File: config.mk
export PLATFORM = sky130hd
export DESIGN_NAME = ob_cmd_ingress_flat
export DESIGN_NICKNAME = d
export VERILOG_FILES = /design/src/rtl/ob_pkg.sv /design/src/rtl/ob_cmd_ingress_if.sv /design/src/rtl/ob_cmd_fifo.sv /design/src/rtl/ob_cmd_ingress.sv /design/src/flat_wrapper.sv
export SDC_FILE = /design/constraint.sdc
export NUM_CORES = 1
export LEC_CHECK = 0
export ABC_CLOCK_PERIOD_IN_PS = 6350
export BUFFER_PORTS_ARGS = -buffer_cell sky130_fd_sc_hd__buf_4
export CELL_PAD_IN_SITES_DETAIL_PLACEMENT = 1
export CELL_PAD_IN_SITES_GLOBAL_PLACEMENT = 1
export CORE_MARGIN = 2
export CORE_UTILIZATION = 48
export DETAILED_ROUTE_END_ITERATION = 8
export GPL_ROUTABILITY_DRIVEN = 0
export PLACE_DENSITY_LB_ADDON = 0.05
export SYNTH_ARGS = -nofsm -noshare
export SYNTH_HDL_FRONTEND = slang
export SYNTH_HIERARCHICAL = 1
export SYNTH_SLANG_ARGS = --single-unit
File: constraint.sdc
create_clock -name clk -period 6.35 [get_ports clk]
set_clock_uncertainty 0.15 [all_clocks]
set_input_delay 0.3175 -clock clk [delete_from_list [all_inputs] [get_ports clk]]
set_output_delay 0.3175 -clock clk [all_outputs]
set_load 0.01 [all_outputs]
File: src/rtl/ob_pkg.sv
// Shared order-book types: command payload, opcodes, ingress state.
// Also holds the opcode legality check used at the ingress boundary.
package ob_pkg;

  typedef enum logic [2:0] {
    OP_NOP    = 3'd0,
    OP_BUY    = 3'd1,
    OP_SELL   = 3'd2,
    OP_CANCEL = 3'd3,
    OP_MODIFY = 3'd4
  } opcode_t;

  typedef struct packed {
    opcode_t     opcode;
    logic [15:0] uid;
    logic [15:0] quantity;
    logic [31:0] price;
    logic [15:0] uid1;
  } cmd_t;

  typedef enum logic {
    ST_RUN     = 1'b0,
    ST_HALTED  = 1'b1
  } ing_state_t;

  // NOP and the unassigned encodings never reach the book.
  function automatic logic opcode_is_legal(input opcode_t op);
    case (op)
      OP_BUY, OP_SELL, OP_CANCEL, OP_MODIFY: return 1'b1;
      default:                               return 1'b0;
    endcase
  endfunction

endpackage

File: src/rtl/ob_cmd_ingress_if.sv
// Upstream command handshake plus the registered command path to the order book.
interface ob_cmd_ingress_if;
  import ob_pkg::*;

  logic in_vld;
  cmd_t in_cmd;
  logic in_rdy;
  logic cmd_vld_r;
  cmd_t cmd_r;
  logic cmd_full_r;

  modport slave (
    input  in_vld, in_cmd, cmd_full_r,
    output in_rdy, cmd_vld_r, cmd_r
  );

  modport master (
    output in_vld, in_cmd, cmd_full_r,
    input  in_rdy, cmd_vld_r, cmd_r
  );

endinterface

File: src/rtl/ob_cmd_fifo.sv
// Command FIFO with wrap-bit pointers; head is read combinationally.
module ob_cmd_fifo
  import ob_pkg::*;
#(
  parameter int DEPTH = 4
) (
  input  logic                   clk,
  input  logic                   rst,
  input  logic                   i_push,
  input  cmd_t                   i_data,
  input  logic                   i_pop,
  output cmd_t                   o_head,
  output logic                   o_empty,
  output logic                   o_full,
  output logic [$clog2(DEPTH):0] o_occupancy
);

  localparam int AW = $clog2(DEPTH);

  cmd_t         r_mem [DEPTH];
  logic [AW:0]  r_wr_ptr;
  logic [AW:0]  r_rd_ptr;

  always_ff @(posedge clk) begin
    if (i_push) begin
      r_mem[r_wr_ptr[AW-1:0]] <= i_data;
    end
  end

  always_ff @(posedge clk or negedge rst) begin
    if (!rst) begin
      r_wr_ptr <= '0;
      r_rd_ptr <= '0;
    end else begin
      if (i_push) begin
        r_wr_ptr <= r_wr_ptr + (AW+1)'(1);
      end
      if (i_pop) begin
        r_rd_ptr <= r_rd_ptr + (AW+1)'(1);
      end
    end
  end

  // Same index with differing wrap bits means every slot is occupied.
  assign o_head      = r_mem[r_rd_ptr[AW-1:0]];
  assign o_empty     = (r_wr_ptr == r_rd_ptr);
  assign o_full      = (r_wr_ptr[AW] != r_rd_ptr[AW]) &&
                       (r_wr_ptr[AW-1:0] == r_rd_ptr[AW-1:0]);
  assign o_occupancy = r_wr_ptr - r_rd_ptr;

endmodule

File: src/rtl/ob_cmd_ingress.sv
// Order-book command ingress: filters illegal opcodes, buffers commands and
// issues them one per cycle as a registered stream, honouring halt/backpressure.
module ob_cmd_ingress
  import ob_pkg::*;
#(
  parameter int DEPTH = 4,
  parameter int CNT_W = 32
) (
  input  logic                   clk,
  input  logic                   rst,
  ob_cmd_ingress_if.slave        bus,
  input  logic                   halt,
  output logic [CNT_W-1:0]       stat_accepted_r,
  output logic [CNT_W-1:0]       stat_issued_r,
  output logic [CNT_W-1:0]       stat_dropped_r,
  output logic [$clog2(DEPTH):0] occupancy_r
);

  ing_state_t              r_state;
  logic                    r_cmd_vld;
  cmd_t                    r_cmd;
  logic [CNT_W-1:0]        r_accepted;
  logic [CNT_W-1:0]        r_issued;
  logic [CNT_W-1:0]        r_dropped;

  logic                    w_empty;
  logic                    w_full;
  logic                    w_pop;
  logic                    w_rdy;
  logic                    w_xfer;
  logic                    w_push;
  logic                    w_legal;
  cmd_t                    w_head;
  logic [$clog2(DEPTH):0]  w_occ;

  // Ready depends only on FIFO state and the pop decision, never on in_vld.
  assign w_pop   = !w_empty && !bus.cmd_full_r && !halt && (r_state == ST_RUN);
  assign w_rdy   = rst && (!w_full || w_pop);
  assign w_xfer  = bus.in_vld && w_rdy;
  assign w_legal = opcode_is_legal(bus.in_cmd.opcode);
  assign w_push  = w_xfer && w_legal;

  ob_cmd_fifo #(
    .DEPTH (DEPTH)
  ) u_fifo (
    .clk         (clk),
    .rst         (rst),
    .i_push      (w_push),
    .i_data      (bus.in_cmd),
    .i_pop       (w_pop),
    .o_head      (w_head),
    .o_empty     (w_empty),
    .o_full      (w_full),
    .o_occupancy (w_occ)
  );

  always_ff @(posedge clk or negedge rst) begin
    if (!rst) begin
      r_state <= ST_RUN;
    end else begin
      case (r_state)
        ST_RUN:    r_state <= halt ? ST_HALTED : ST_RUN;
        ST_HALTED: r_state <= halt ? ST_HALTED : ST_RUN;
        default:   r_state <= ST_RUN;
      endcase
    end
  end

  // The command register keeps its payload between issues.
  always_ff @(posedge clk or negedge rst) begin
    if (!rst) begin
      r_cmd_vld <= 1'b0;
      r_cmd     <= '0;
    end else begin
      r_cmd_vld <= w_pop;
      if (w_pop) begin
        r_cmd <= w_head;
      end
    end
  end

  always_ff @(posedge clk or negedge rst) begin
    if (!rst) begin
      r_accepted <= '0;
      r_issued   <= '0;
      r_dropped  <= '0;
    end else begin
      if (w_xfer) begin
        r_accepted <= r_accepted + CNT_W'(1);
      end
      if (w_xfer && !w_legal) begin
        r_dropped <= r_dropped + CNT_W'(1);
      end
      if (w_pop) begin
        r_issued <= r_issued + CNT_W'(1);
      end
    end
  end

  assign bus.in_rdy      = w_rdy;
  assign bus.cmd_vld_r   = r_cmd_vld;
  assign bus.cmd_r       = r_cmd;
  assign stat_accepted_r = r_accepted;
  assign stat_issued_r   = r_issued;
  assign stat_dropped_r  = r_dropped;
  assign occupancy_r     = w_occ;

endmodule
File: src/flat_wrapper.sv
// flat-port wrapper written by rule: the top's interface ports become plain ports
module ob_cmd_ingress_flat import ob_pkg::*;
#(
  parameter int DEPTH = 4,
  parameter int CNT_W = 32
)
  (clk, rst, halt, stat_accepted_r, stat_issued_r, stat_dropped_r, occupancy_r, bus_in_vld, bus_in_cmd, bus_cmd_full_r, bus_in_rdy, bus_cmd_vld_r, bus_cmd_r);
  ob_cmd_ingress_if bus_i ();
  input  logic clk;
  input  logic rst;
  input  logic halt;
  output logic [CNT_W-1:0] stat_accepted_r;
  output logic [CNT_W-1:0] stat_issued_r;
  output logic [CNT_W-1:0] stat_dropped_r;
  output logic [$clog2(DEPTH):0] occupancy_r;
  input wire logic [$bits(bus_i.in_vld)-1:0] bus_in_vld;
  input wire logic [$bits(bus_i.in_cmd)-1:0] bus_in_cmd;
  input wire logic [$bits(bus_i.cmd_full_r)-1:0] bus_cmd_full_r;
  output wire logic [$bits(bus_i.in_rdy)-1:0] bus_in_rdy;
  output wire logic [$bits(bus_i.cmd_vld_r)-1:0] bus_cmd_vld_r;
  output wire logic [$bits(bus_i.cmd_r)-1:0] bus_cmd_r;
  assign bus_i.in_vld = bus_in_vld;
  assign bus_i.in_cmd = bus_in_cmd;
  assign bus_i.cmd_full_r = bus_cmd_full_r;
  assign bus_in_rdy = bus_i.in_rdy;
  assign bus_cmd_vld_r = bus_i.cmd_vld_r;
  assign bus_cmd_r = bus_i.cmd_r;
  ob_cmd_ingress #(.DEPTH(DEPTH), .CNT_W(CNT_W)) u_core (.clk(clk), .rst(rst), .bus(bus_i), .halt(halt), .stat_accepted_r(stat_accepted_r), .stat_issued_r(stat_issued_r), .stat_dropped_r(stat_dropped_r), .occupancy_r(occupancy_r));
endmodule
==> impl_metrics.toml, run 1 <==
[timing]
holdWs_ns = 0.0952
final-setup-viol-count = 0
max_slew.worst_pin.slew_ns = 1.10
fin_setup_tns_ns = 0
final_period_minus_worst_setup_slack_ns = 4.50
report.final.hold_viol_count = 0
unrepaired_setup_endpoints_after_global_routing = "no"
final-max-slew-violation-count = 0
timing.max_slew.rel_slack_pct = 26.5
max_clock_freq_ghz = 0.222
portion_of_the_clock_cycle_consumed_by_the_worst_path_in_the_final_layout_pct = 70.9

[setup_path]
crit_path_top_delay_cell = "sky130_fd_sc_hd__and2_4"
critical_path_arrival_ns = 4.63
worst-path-buf-inv = 2
path_max_fanout = 67
critical-path-top-cell-by-count = "sky130_fd_sc_hd__nor2_1"
critPathKind = "register to register"
timing.critical_path.from = "u_core/u_fifo/r_rd_ptr[1]$_DFFE_PN0P_"
critPathRequiredTime_ns = 6.47
timing.rr.start = "u_core/u_fifo/r_rd_ptr[1]$_DFFE_PN0P_"
timing.critical_path.to_type = "register"
worstPathCellList = "inv_1 -> ha_1 -> nand2_1 -> nor2_1 -> o41a_1 -> nor2_1 -> and2_1 -> and2_4 -> buf_4"
timing.critical_path.slowest_cell_delay_ns = 0.91
worstSetupStartpointType = "register"
critical-path-top-delay-family = "simple AND/OR/NAND/NOR gates"

[min_path]
worst_hold_startpoint = "bus_in_vld"
worstHoldPathType = "input port to register"

[floorplan]
floorplan.initialDensity_pct = 48.7
core.rowCount = 74
top_level_ports = 272
floorplan.core_area_um2 = 40800
die_h_um = 208
dieWidth_um = 208
design.die.area_um2 = 43100

[placement]
buffer_ports.inserted = 271
placedInstanceArea_um2 = 22500
hpwlAfterDp_um = 29300
dp.cells = 1997

[power]
power.clock.fraction_pct = 32.1
p_switching_w = 0.00280
p_leak_nw = 10.2
internal_power_w = 0.00713
vdd_ir_drop_max_mv = 0.241
p_comb_share_pct = 23.6
seq_pwr_share_pct = 44.2
power-per-cell-area_nw_per_um2 = 395
netSwitchingFraction_pct = 28.2

[logic_synthesis]
yosys_warnings = 6
synth-seq-cells = 519
synth.avg_cell_area_um2 = 16.3
synth_area_leaders = "sky130_fd_sc_hd__edfxtp_1 50%, sky130_fd_sc_hd__dfrtp_1 24%, sky130_fd_sc_hd__mux4_2 9.4%, sky130_fd_sc_hd__nand2_1 5.6%, sky130_fd_sc_hd__xnor2_1 2.7%"
synth.largest_area_cell = "sky130_fd_sc_hd__edfxtp_1"
cells_after_synth = 1222
number_of_flops_mapped_to_enable_cells_by_yosys = 332
post_synth_instance_area_um2 = 19900
ys_async_sr_fraction_pct = 36.0
synthesis.nets = 1321
post-synth-top-area-fraction_pct = 50.1
yosysSeqAreaShare_pct = 73.6
synth_cell_type_count = 41
synth_ff_type = "sky130_fd_sc_hd__edfxtp_1"

[cts]
cts_post_setup_buffers_inserted = 0
clock_path_buffers = 3
clock_latency_reported_for_the_late_side_of_the_worst_skew_pair_ns = 0.60
cts_tree = "yes"
cts_htree_levels = 2
cts-resized-gates = 0
clk_pin_slew_worst_paths_ns = 0.06
number_of_cts_inserted_buffers = 53
tritoncts_num_sinks = 519
clockRootBuffer = "sky130_fd_sc_hd__clkbuf_16"
cts_hold_repair.buffers = 85

[routing]
drc_errors = 0
wire_per_inst_um = 21.7
detailedRoute.firstPassIterationCount = 5
postRouteWirelength_um = 47300
detail_route.iter0.violations = 581
ant_nets = 0
route.detailed.vias_per_inst = 5.31
vias = 11600

[outcome]
status = "finished clean"

[final_layout]
register_area_um2 = 14700
fraction_of_layout_instances_using_a_drive_strength_above_1_pct = 28.4
antenna_cells = 0
multi_input_area_um2 = 4970
stdcell_count = 2181
final_cell_area_um2 = 25100
synthToLayoutAreaGrowth_pct = 26.4
final_cell_mix = "332 x sky130_fd_sc_hd__edfxtp_1, 297 x sky130_fd_sc_hd__nand2_1, 284 x sky130_fd_sc_hd__buf_4"
filler_cell_count = 3808
final_nets = 1704
mostFrequentLayoutCell = "sky130_fd_sc_hd__edfxtp_1"

[global_routing]
antenna_found_initial = 2
grt-ovfl-total = 0
globalRouteTotalUtil_pct = 22.2
grt_max_degree = 74
grt_pass1_vias = 12800
grt_pass1_wl_um = 74200

[job]
maxCapViolations = 0
[area by class of cell]
type / count / share of cell area, %
Multi-Input combinational cell: 648 / 19.8
Clock inverter: 22 / 1.07
Clock buffer: 77 / 6.11
Inverter: 13 / 0.199
Timing Repair Buffer: 370 / 11.9
Tap cell: 532 / 2.65
Sequential cell: 519 / 58.3
[cells by family after synthesis]
group	synth area share [%]
flops	73.6
simple gates	10.1
xor+xnor	4.40
mux	9.45
buf+inv	1.45
fa+ha+maj	0.730
compound gates	0.252
[per-layer routing]
layer | wire length [um] | global-route usage [%] | up-vias
li1 | - | - | 5219
met1 | 20400 | 30.0 | 5998
met2 | 23500 | 37.2 | 289
met3 | 2300 | 3.93 | 74
met4 | 1010 | 6.80 | 4
met5 | 21 | 0 | -
[power groups by stage]
stage	logic [W]	clock network (W)	registers (W)
after floorplan	0.00129	0	0.00449
after global placement	0.00229	0	0.00445
after global routing	0.00256	0.00340	0.00445
after CTS	0.00239	0.00326	0.00441
final	0.00235	0.00319	0.00440
after detailed placement	0.00233	0	0.00447
[sequential cells by signal, indices dropped and copies added (netlist names)]
signal and cells:
u_core/u_fifo/r_rd_ptr 3, u_core/u_fifo/r_wr_ptr 3, u_core/bus.cmd_vld_r 1, u_core/r_state 1
u_core/stat_dropped_r 32, u_core/stat_accepted_r 32, u_core/bus.cmd_r 83, u_core/u_fifo/r_mem 332
u_core/stat_issued_r 32
[Yosys cell counts, types with 11 or more instances]
master	count
sky130_fd_sc_hd__edfxtp_1	332
sky130_fd_sc_hd__nand2_1	297
sky130_fd_sc_hd__dfrtp_1	187
sky130_fd_sc_hd__mux4_2	83
sky130_fd_sc_hd__xnor2_1	61
sky130_fd_sc_hd__nand3_1	37
sky130_fd_sc_hd__xor2_1	37
sky130_fd_sc_hd__nor2_1	30
sky130_fd_sc_hd__nand4_1	26
sky130_fd_sc_hd__clkbuf_1	17
sky130_fd_sc_hd__buf_2	13
sky130_fd_sc_hd__inv_1	12
sky130_fd_sc_hd__and2_1	11
[worst register-to-register path: stages, from the launching register on]
cell and delay [ns]:
sky130_fd_sc_hd__dfrtp_4 0.79, sky130_fd_sc_hd__inv_1 0.20, sky130_fd_sc_hd__ha_1 0.31, sky130_fd_sc_hd__nand2_1 0.08, sky130_fd_sc_hd__nor2_1 0.07, sky130_fd_sc_hd__o41a_1 0.55, sky130_fd_sc_hd__nor2_1 0.32, sky130_fd_sc_hd__and2_1 0.35
sky130_fd_sc_hd__and2_4 0.91, sky130_fd_sc_hd__buf_4 0.47
[path summary, 6_finish.rpt]
kind	cells past startpoint	slack, ns	endpoint
worst max-delay path	9	1.85	u_core/u_fifo/r_mem[0][30]$_DFFE_PP_
worst min-delay path	5	0.1	u_core/stat_accepted_r[1]$_DFFE_PN0P_
worst max register to register	9	1.85	u_core/u_fifo/r_mem[0][30]$_DFFE_PP_
worst min register to register	2	0.32	u_core/bus.cmd_r[78]$_DFFE_PN0P_
max in group asynchronous	3	4.51	u_core/stat_accepted_r[31]$_DFFE_PN0P_
min in group asynchronous	2	0.16	u_core/bus.cmd_r[73]$_DFFE_PN0P_
[through the flow]
| step | total power (W) | utilization [%] | setup WS, ns |
|---|---|---|---|
| floorplan | 0.00577 | - | 1.51 |
| global placement | 0.00674 | 55.1 | 1.90 |
| detailed placement | 0.00679 | 55.1 | 1.81 |
| CTS | 0.0101 | 61.6 | 1.78 |
| global route | 0.0104 | 61.6 | 1.53 |
| finish | 0.00994 | 61.6 | 1.85 |
(Power assumes the default switching activity.)
==> run 2, diff against run 1 <==
--- a/config.mk
+++ b/config.mk
@@ -5,12 +5,13 @@
 export SDC_FILE = /design/constraint.sdc
 export NUM_CORES = 1
 export LEC_CHECK = 0
-export ABC_CLOCK_PERIOD_IN_PS = 6350
+export ABC_AREA = 1
+export ABC_CLOCK_PERIOD_IN_PS = 3700
 export BUFFER_PORTS_ARGS = -buffer_cell sky130_fd_sc_hd__buf_4
 export CELL_PAD_IN_SITES_DETAIL_PLACEMENT = 1
 export CELL_PAD_IN_SITES_GLOBAL_PLACEMENT = 1
 export CORE_MARGIN = 2
-export CORE_UTILIZATION = 48
+export CORE_UTILIZATION = 41
 export DETAILED_ROUTE_END_ITERATION = 8
 export GPL_ROUTABILITY_DRIVEN = 0
 export PLACE_DENSITY_LB_ADDON = 0.05
==> constraint.sdc (replaced) <==
create_clock -name clk -period 3.7 [get_ports clk]
set_clock_uncertainty 0.15 [all_clocks]
set_input_delay 0.185 -clock clk [delete_from_list [all_inputs] [get_ports clk]]
set_output_delay 0.185 -clock clk [all_outputs]
set_load 0.01 [all_outputs]
==> run 2 against run 1 <==
Design area rose by 14%. Critical path type unchanged. Wire length up 34%. Highest routed layer unchanged. Global-route usage about the same. Combinational power up 120%. Maximum frequency rose by 54%. Sequential power increased by 71%. Synthesized area up 16%. Sequential cell count is the same.
==> impl_metrics.toml, run 2 <==
[routing]
route.detailed.vias_per_inst = 4.79
ant_nets = 0
drc_errors = 0
postRouteWirelength_um = 63400
vias = 17500
wire_per_inst_um = 17.4
detail_route.iter0.violations = 783
detailedRoute.firstPassIterationCount = 5

[global_routing]
grt_most_used_layer = "met2"
grt-ovfl-total = 0
globalRouteTotalUtil_pct = 22.3
grt_pass1_vias = 18600
grt_pass1_wl_um = 100000
use_met3_pct = 3.73
grt_max_degree = 131
antenna_found_initial = 7
met1_usage_pct = 27.6
grt_util_met2_pct = 39.7

[logic_synthesis]
number_of_flops_mapped_to_enable_cells_by_yosys = 332
synth_cell_type_count = 30
synth.largest_area_cell = "sky130_fd_sc_hd__edfxtp_1"
post_synth_instance_area_um2 = 23100
post-synth-top-area-fraction_pct = 43.2
ys_async_sr_fraction_pct = 36.0
synth_most_common_cell = "sky130_fd_sc_hd__nand2_1"
yosys_warnings = 6
yosysSeqAreaShare_pct = 63.5
synth_area_leaders = "sky130_fd_sc_hd__edfxtp_1 43%, sky130_fd_sc_hd__dfrtp_1 20%, sky130_fd_sc_hd__nand2_1 16%, sky130_fd_sc_hd__inv_1 6.9%, sky130_fd_sc_hd__nand3_1 4.8%"
cells_after_synth = 2481
synth_ff_type = "sky130_fd_sc_hd__edfxtp_1"
synthesis.nets = 2580
synth-seq-cells = 519
synth.avg_cell_area_um2 = 9.30
synth_top_cells_by_count = "975 x sky130_fd_sc_hd__nand2_1, 425 x sky130_fd_sc_hd__inv_1, 332 x sky130_fd_sc_hd__edfxtp_1"

[job]
maxCapViolations = 0

[cts]
clock_path_buffers = 3
cts_htree_levels = 2
clk_pin_slew_worst_paths_ns = 0.06
cts_tree = "yes"
cts_post_setup_buffers_inserted = 0
number_of_cts_inserted_buffers = 58
tritoncts_num_sinks = 519
clock_latency_reported_for_the_late_side_of_the_worst_skew_pair_ns = 0.64
clockRootBuffer = "sky130_fd_sc_hd__clkbuf_16"

[floorplan]
dieWidth_um = 241
core.rowCount = 86
top_level_ports = 272
floorplan.initialDensity_pct = 41.7
die_h_um = 241
floorplan.core_area_um2 = 55400
design.die.area_um2 = 58200

[setup_path]
timing.critical_path.to_type = "register"
crit_path_top_delay_cell = "sky130_fd_sc_hd__buf_4"
critPathKind = "register to register"
critPathRequiredTime_ns = 4.02
critical-path-top-cell-by-count = "sky130_fd_sc_hd__buf_4"
worst_r2r_path_depth = 5
timing.rr.start = "u_core/u_fifo/r_rd_ptr[0]$_DFFE_PN0P_"
timing.critical_path.slowest_cell_delay_ns = 0.93
regToRegEndpoint = "u_core/u_fifo/r_rd_ptr[1]$_DFFE_PN0P_"
critical-path-top-delay-family = "buffers and inverters"
path_max_fanout = 87
worstPathCellList = "buf_4 -> buf_4 -> ha_1 -> nand2_1 -> o21ai_0"
critical_path_arrival_ns = 3.23
worstSetupStartpointType = "register"
worst-path-buf-inv = 2
r2r_slack_ns = 0.78

[min_path]
worst_hold_path.endpoint = "u_core/u_fifo/r_wr_ptr[0]$_DFFE_PN0P_"
worst_hold_startpoint = "bus_cmd_full_r"
worst_hold_path.num_cells = 8
worstHoldPathType = "input port to register"

[power]
netSwitchingFraction_pct = 33.7
p_comb_share_pct = 27.9
power.clock.fraction_pct = 30.7
finalPower_w = 0.0182
power-per-cell-area_nw_per_um2 = 635
p_leak_nw = 13.6
internal_power_w = 0.0120
seq_pwr_share_pct = 41.4
vdd_ir_drop_max_mv = 0.429
p_switching_w = 0.00613

[placement]
hpwlAfterDp_um = 38600
placedInstanceArea_um2 = 25900
dp.cells = 3442
buffer_ports.inserted = 271

[final_layout]
largest_register_ffs = 332
final_nets = 2940
final_cell_mix = "973 x sky130_fd_sc_hd__nand2_1, 420 x sky130_fd_sc_hd__inv_1, 332 x sky130_fd_sc_hd__edfxtp_1"
final_cell_area_um2 = 28600
mostFrequentLayoutCell = "sky130_fd_sc_hd__nand2_1"
fin_util_pct = 51.7
stdcell_count = 3642
synthToLayoutAreaGrowth_pct = 24.0
fraction_of_layout_instances_using_a_drive_strength_above_1_pct = 14.1

[timing]
final-max-slew-violation-count = 0
max_clock_freq_ghz = 0.343
final_period_minus_worst_setup_slack_ns = 2.92
final-setup-viol-count = 0
report.final.hold_viol_count = 0
max_slew.worst_pin.slew_ns = 1.03
fin_setup_tns_ns = 0
portion_of_the_clock_cycle_consumed_by_the_worst_path_in_the_final_layout_pct = 78.9
unrepaired_setup_endpoints_after_global_routing = "no"
timing.max_slew.rel_slack_pct = 31.1

[outcome]
status = "finished clean"
==> run 2: changes by cell type in the layout (fill, tap and decap cells not counted), sizes merged, moves of 11 or more <==
| cell | previous run | this run |
|---|---|---|
| nor2 | 30 | 119 |
| nand3 | 37 | 222 |
| nand2 | 297 | 976 |
| nor4 | 11 | 0 |
| buf | 284 | 295 |
| nand3b | 0 | 20 |
| mux4 | 83 | 0 |
| inv | 14 | 424 |
| xnor2 | 61 | 18 |
==> run 2: kinds of logic after synthesis <==
kind of cell / count (synthesis) / share of synthesized area [%]
AOI/OAI and AO/OA: 13 / 0.282
xor gates and xnor gates: 54 / 2.05
adders and majority gates: 11 / 0.629
buffers and inverters: 512 / 9.19
DFF: 519 / 63.5
and+or+nand+nor: 1372 / 24.4
==> run 2: worst max-delay path by stage <==
| stage | from | to | cells past startpoint |
|---|---|---|---|
| after floorplan | u_core/u_fifo/r_rd_ptr[1]$_DFFE_PN0P_ | u_core/u_fifo/r_mem[1][0]$_DFFE_PP_ | 14 |
| after global placement | u_core/u_fifo/r_rd_ptr[0]$_DFFE_PN0P_ | u_core/u_fifo/r_rd_ptr[1]$_DFFE_PN0P_ | 5 |
| after detailed placement | u_core/u_fifo/r_rd_ptr[0]$_DFFE_PN0P_ | u_core/u_fifo/r_rd_ptr[1]$_DFFE_PN0P_ | 5 |
| after CTS | u_core/u_fifo/r_rd_ptr[0]$_DFFE_PN0P_ | u_core/u_fifo/r_rd_ptr[1]$_DFFE_PN0P_ | 5 |
| after global routing | u_core/u_fifo/r_wr_ptr[0]$_DFFE_PN0P_ | u_core/bus.cmd_r[4]$_DFFE_PN0P_ | 10 |
| final | u_core/u_fifo/r_rd_ptr[0]$_DFFE_PN0P_ | u_core/u_fifo/r_rd_ptr[1]$_DFFE_PN0P_ | 5 |
==> run 2: metrics by stage <==
stage / hold WS (ns) / worst slack (ns)
5_1_grt: 0.119 / 0.547
2_1_floorplan: -0.261 / 0.00595
3_5_place_dp: -0.107 / 0.712
4_1_cts: 0.0648 / 0.703
3_3_place_gp: -0.112 / 0.745
6_report: 0.101 / 0.781
==> run 2: area by class of cell <==
class / count / area, um2
Fill cell: 6312 / 26800
Tap cell: 748 / 936
Clock buffer: 85 / 1630
Clock inverter: 25 / 221
Inverter: 429 / 1630
Sequential cell: 519 / 14700
Multi-Input combinational cell: 1450 / 6320
Antenna cell: 3 / 7.51
Timing Repair Buffer: 383 / 3210
==> run 2: worst reg2reg max path, stage by stage (launching register included) <==
cell and delay, ns:
sky130_fd_sc_hd__dfrtp_4 0.44, sky130_fd_sc_hd__buf_4 0.70, sky130_fd_sc_hd__buf_4 0.95, sky130_fd_sc_hd__ha_1 0.40, sky130_fd_sc_hd__nand2_1 0.06, sky130_fd_sc_hd__o21ai_0 0.08
==> run 2: metal layers <==
metal	wire length [um]	part of all wire, %
met1	26900	43
met4	1530	2.4
met5	55	0.087
met3	2710	4.3
met2	32100	51
==> run 2: power by group through the flow <==
stage	clock [W]	sequential [W]	combinational (W)
after floorplan	0	0.00769	0.00292
after global placement	0	0.00761	0.00492
after detailed placement	0	0.00763	0.00507
after CTS	0.00575	0.00753	0.00518
after global routing	0.00596	0.00760	0.00571
final	0.00558	0.00751	0.00508
==> run 2: repair_timing <==
action | 4_1_cts | 5_1_grt
hold endpoints to repair | 529 | 0
resized for setup | 0 | 0
hold buffers | 87 | 0
==> run 3, diff against run 2 <==
--- a/config.mk
+++ b/config.mk
@@ -6,12 +6,12 @@
 export NUM_CORES = 1
 export LEC_CHECK = 0
 export ABC_AREA = 1
-export ABC_CLOCK_PERIOD_IN_PS = 3700
+export ABC_CLOCK_PERIOD_IN_PS = 2800
 export BUFFER_PORTS_ARGS = -buffer_cell sky130_fd_sc_hd__buf_4
 export CELL_PAD_IN_SITES_DETAIL_PLACEMENT = 1
 export CELL_PAD_IN_SITES_GLOBAL_PLACEMENT = 1
 export CORE_MARGIN = 2
-export CORE_UTILIZATION = 41
+export CORE_UTILIZATION = 45
 export DETAILED_ROUTE_END_ITERATION = 8
 export GPL_ROUTABILITY_DRIVEN = 0
 export PLACE_DENSITY_LB_ADDON = 0.05
==> constraint.sdc (replaced) <==
create_clock -name clk -period 2.8 [get_ports clk]
set_clock_uncertainty 0.15 [all_clocks]
set_input_delay 0.14 -clock clk [delete_from_list [all_inputs] [get_ports clk]]
set_output_delay 0.14 -clock clk [all_outputs]
set_load 0.01 [all_outputs]
==> run 3 against run 2 <==
Count of clock-buffer cells in the layout down 15. Global-route usage up 2.3 points. Clock power up 46%. Sequential share of layout area down 0.87 points. Highest routed layer unchanged. First-iteration DRC count up 34%. Largest cell class unchanged. Utilization up 5.5 points.
==> impl_metrics.toml, run 3 (same netlist as run 2, synthesis figures left out) <==
[floorplan]
die_h_um = 230
floorplan.initialDensity_pct = 45.3
design.die.area_um2 = 53100
dieWidth_um = 230
floorplan.core_area_um2 = 51000
top_level_ports = 272
core.rowCount = 83

[placement]
placedInstanceArea_um2 = 26000
buffer_ports.inserted = 271
place_ws_ns = 0.0999
hpwlAfterDp_um = 40100

[routing]
met1_length_um = 27100
route.detailed.vias_per_inst = 4.93
dr_top_layer = "met5"
postRouteWirelength_um = 65100
detail_route.iter0.violations = 1048
detailedRoute.firstPassIterationCount = 5
routed-wl-met2_um = 33300
drc_errors = 0
vias = 17700
wire_per_inst_um = 18.1
met3_length_um = 2990
ant_nets = 0

[cts]
number_of_cts_inserted_buffers = 57
tritoncts_num_sinks = 519
clock_path_buffers = 3
clock_latency_reported_for_the_late_side_of_the_worst_skew_pair_ns = 0.62
cts_tree = "yes"
cts_htree_levels = 2
clk_pin_slew_worst_paths_ns = 0.06
clockRootBuffer = "sky130_fd_sc_hd__clkbuf_16"

[global_routing]
grt-ovfl-total = 0
globalRouteTotalUtil_pct = 24.6
grt_max_degree = 170
grt_pass1_vias = 19000
antenna_found_initial = 3
grt_pass1_wl_um = 103000

[setup_path]
timing.rr.start = "u_core/u_fifo/r_rd_ptr[0]$_DFFE_PN0P_"
worst_r2r_path_depth = 13
r2r_slack_ns = 0.16
timing.critical_path.from = "u_core/u_fifo/r_rd_ptr[0]$_DFFE_PN0P_"
path_max_fanout = 20
critPathRequiredTime_ns = 2.97
regToRegEndpoint = "u_core/u_fifo/r_mem[3][40]$_DFFE_PP_"
worstSetupStartpointType = "register"
critical_path_arrival_ns = 2.81
critPathKind = "register to register"
timing.critical_path.to_type = "register"

[outcome]
status = "finished clean"

[final_layout]
final_nets = 2957
fin_util_pct = 57.1
final_cell_area_um2 = 29100
synthToLayoutAreaGrowth_pct = 26.1
final_cell_mix = "969 x sky130_fd_sc_hd__nand2_1, 420 x sky130_fd_sc_hd__inv_1, 332 x sky130_fd_sc_hd__edfxtp_1"
fraction_of_layout_instances_using_a_drive_strength_above_1_pct = 15.4
mostFrequentLayoutCell = "sky130_fd_sc_hd__nand2_1"
largest_register_ffs = 332

[timing]
final_period_minus_worst_setup_slack_ns = 2.64
max_slew.worst_pin.slew_ns = 0.993
final-setup-viol-count = 0
fin_setup_tns_ns = 0
report.final.hold_viol_count = 0
timing.max_slew.rel_slack_pct = 33.8
final-max-slew-violation-count = 0
final.setup.worst_slack_ns = 0.158
holdWs_ns = 0.109
portion_of_the_clock_cycle_consumed_by_the_worst_path_in_the_final_layout_pct = 94.4
max_clock_freq_ghz = 0.378
unrepaired_setup_endpoints_after_global_routing = "no"

[min_path]
worstHoldPathType = "input port to register"
worst_hold_path.num_cells = 2
worst_hold_startpoint = "bus_in_cmd[42]"
worst_hold_path.endpoint = "u_core/u_fifo/r_mem[0][42]$_DFFE_PP_"

[job]
maxCapViolations = 0

[power]
p_leak_nw = 13.9
power-per-cell-area_nw_per_um2 = 862
vdd_ir_drop_max_mv = 0.705
[run 3: critical path, stage by stage, from the launching register on]
cell,delay (ns)
sky130_fd_sc_hd__dfrtp_4,0.49
sky130_fd_sc_hd__ha_1,0.32
sky130_fd_sc_hd__nand2_2,0.11
sky130_fd_sc_hd__a21oi_2,0.04
sky130_fd_sc_hd__nor2_1,0.16
sky130_fd_sc_hd__nand2_4,0.06
sky130_fd_sc_hd__nand2_2,0.09
sky130_fd_sc_hd__nand3_4,0.08
sky130_fd_sc_hd__nor2_2,0.17
sky130_fd_sc_hd__buf_12,0.16
sky130_fd_sc_hd__nand2_4,0.06
sky130_fd_sc_hd__clkinvlp_4,0.12
sky130_fd_sc_hd__buf_12,0.13
sky130_fd_sc_hd__clkbuf_16,0.21
[run 3: stage by stage]
stage	total power, W	std cells
2_1_floorplan	0.0141	2481
3_3_place_gp	0.0166	3384
3_5_place_dp	0.0169	3384
4_1_cts	0.0253	3579
5_1_grt	0.0265	3587
6_report	0.0251	3588
[run 3: worst max-delay path by stage]
stage | endpoint | slack, ns | depth (start not counted)
6_report | u_core/u_fifo/r_mem[3][40]$_DFFE_PP_ | 0.16 | 13
5_1_grt | u_core/u_fifo/r_mem[3][65]$_DFFE_PP_ | 0.04 | 13
4_1_cts | u_core/u_fifo/r_mem[2][9]$_DFFE_PP_ | 0.07 | 13
3_3_place_gp | u_core/u_fifo/r_mem[2][25]$_DFFE_PP_ | 0.14 | 13
2_1_floorplan | u_core/u_fifo/r_mem[3][0]$_DFFE_PP_ | -0.69 | 14
3_5_place_dp | u_core/u_fifo/r_mem[2][25]$_DFFE_PP_ | 0.1 | 13
[run 3: report_power, final]
group | total (W) | switching, W | internal [W]
sequential | 0.00993 | 0.000737 | 0.00919
combinational | 0.00705 | 0.00445 | 0.00259
clock | 0.00814 | 0.00312 | 0.00501
total | 0.0251 | 0.00831 | 0.0168
[run 3: final cells by class]
class,count,area (um2)
antenna,2,5.00
clock buffer,70,1580
clock inverter,37,510
fill,5764,21900
inverter,429,1630
multi-input combinational,1450,6370
sequential,519,14700
tap,680,851
timing repair buffer,401,3510
[run 3: metal layers]
| metal | track usage, % | vias up |
|---|---|---|
| met5 | 0 | - |
| met1 | 31.0 | 8759 |
| li1 | - | 8444 |
| met2 | 43.5 | 365 |
| met4 | 8.04 | 4 |
| met3 | 3.71 | 109 |
[run 3: timing repair]
item	in CTS	in global routing
hold endpoints to repair	530	0
setup endpoints to repair	0	165
gates resized for setup	0	2
hold buffers	88	0
buffers inserted	0	4
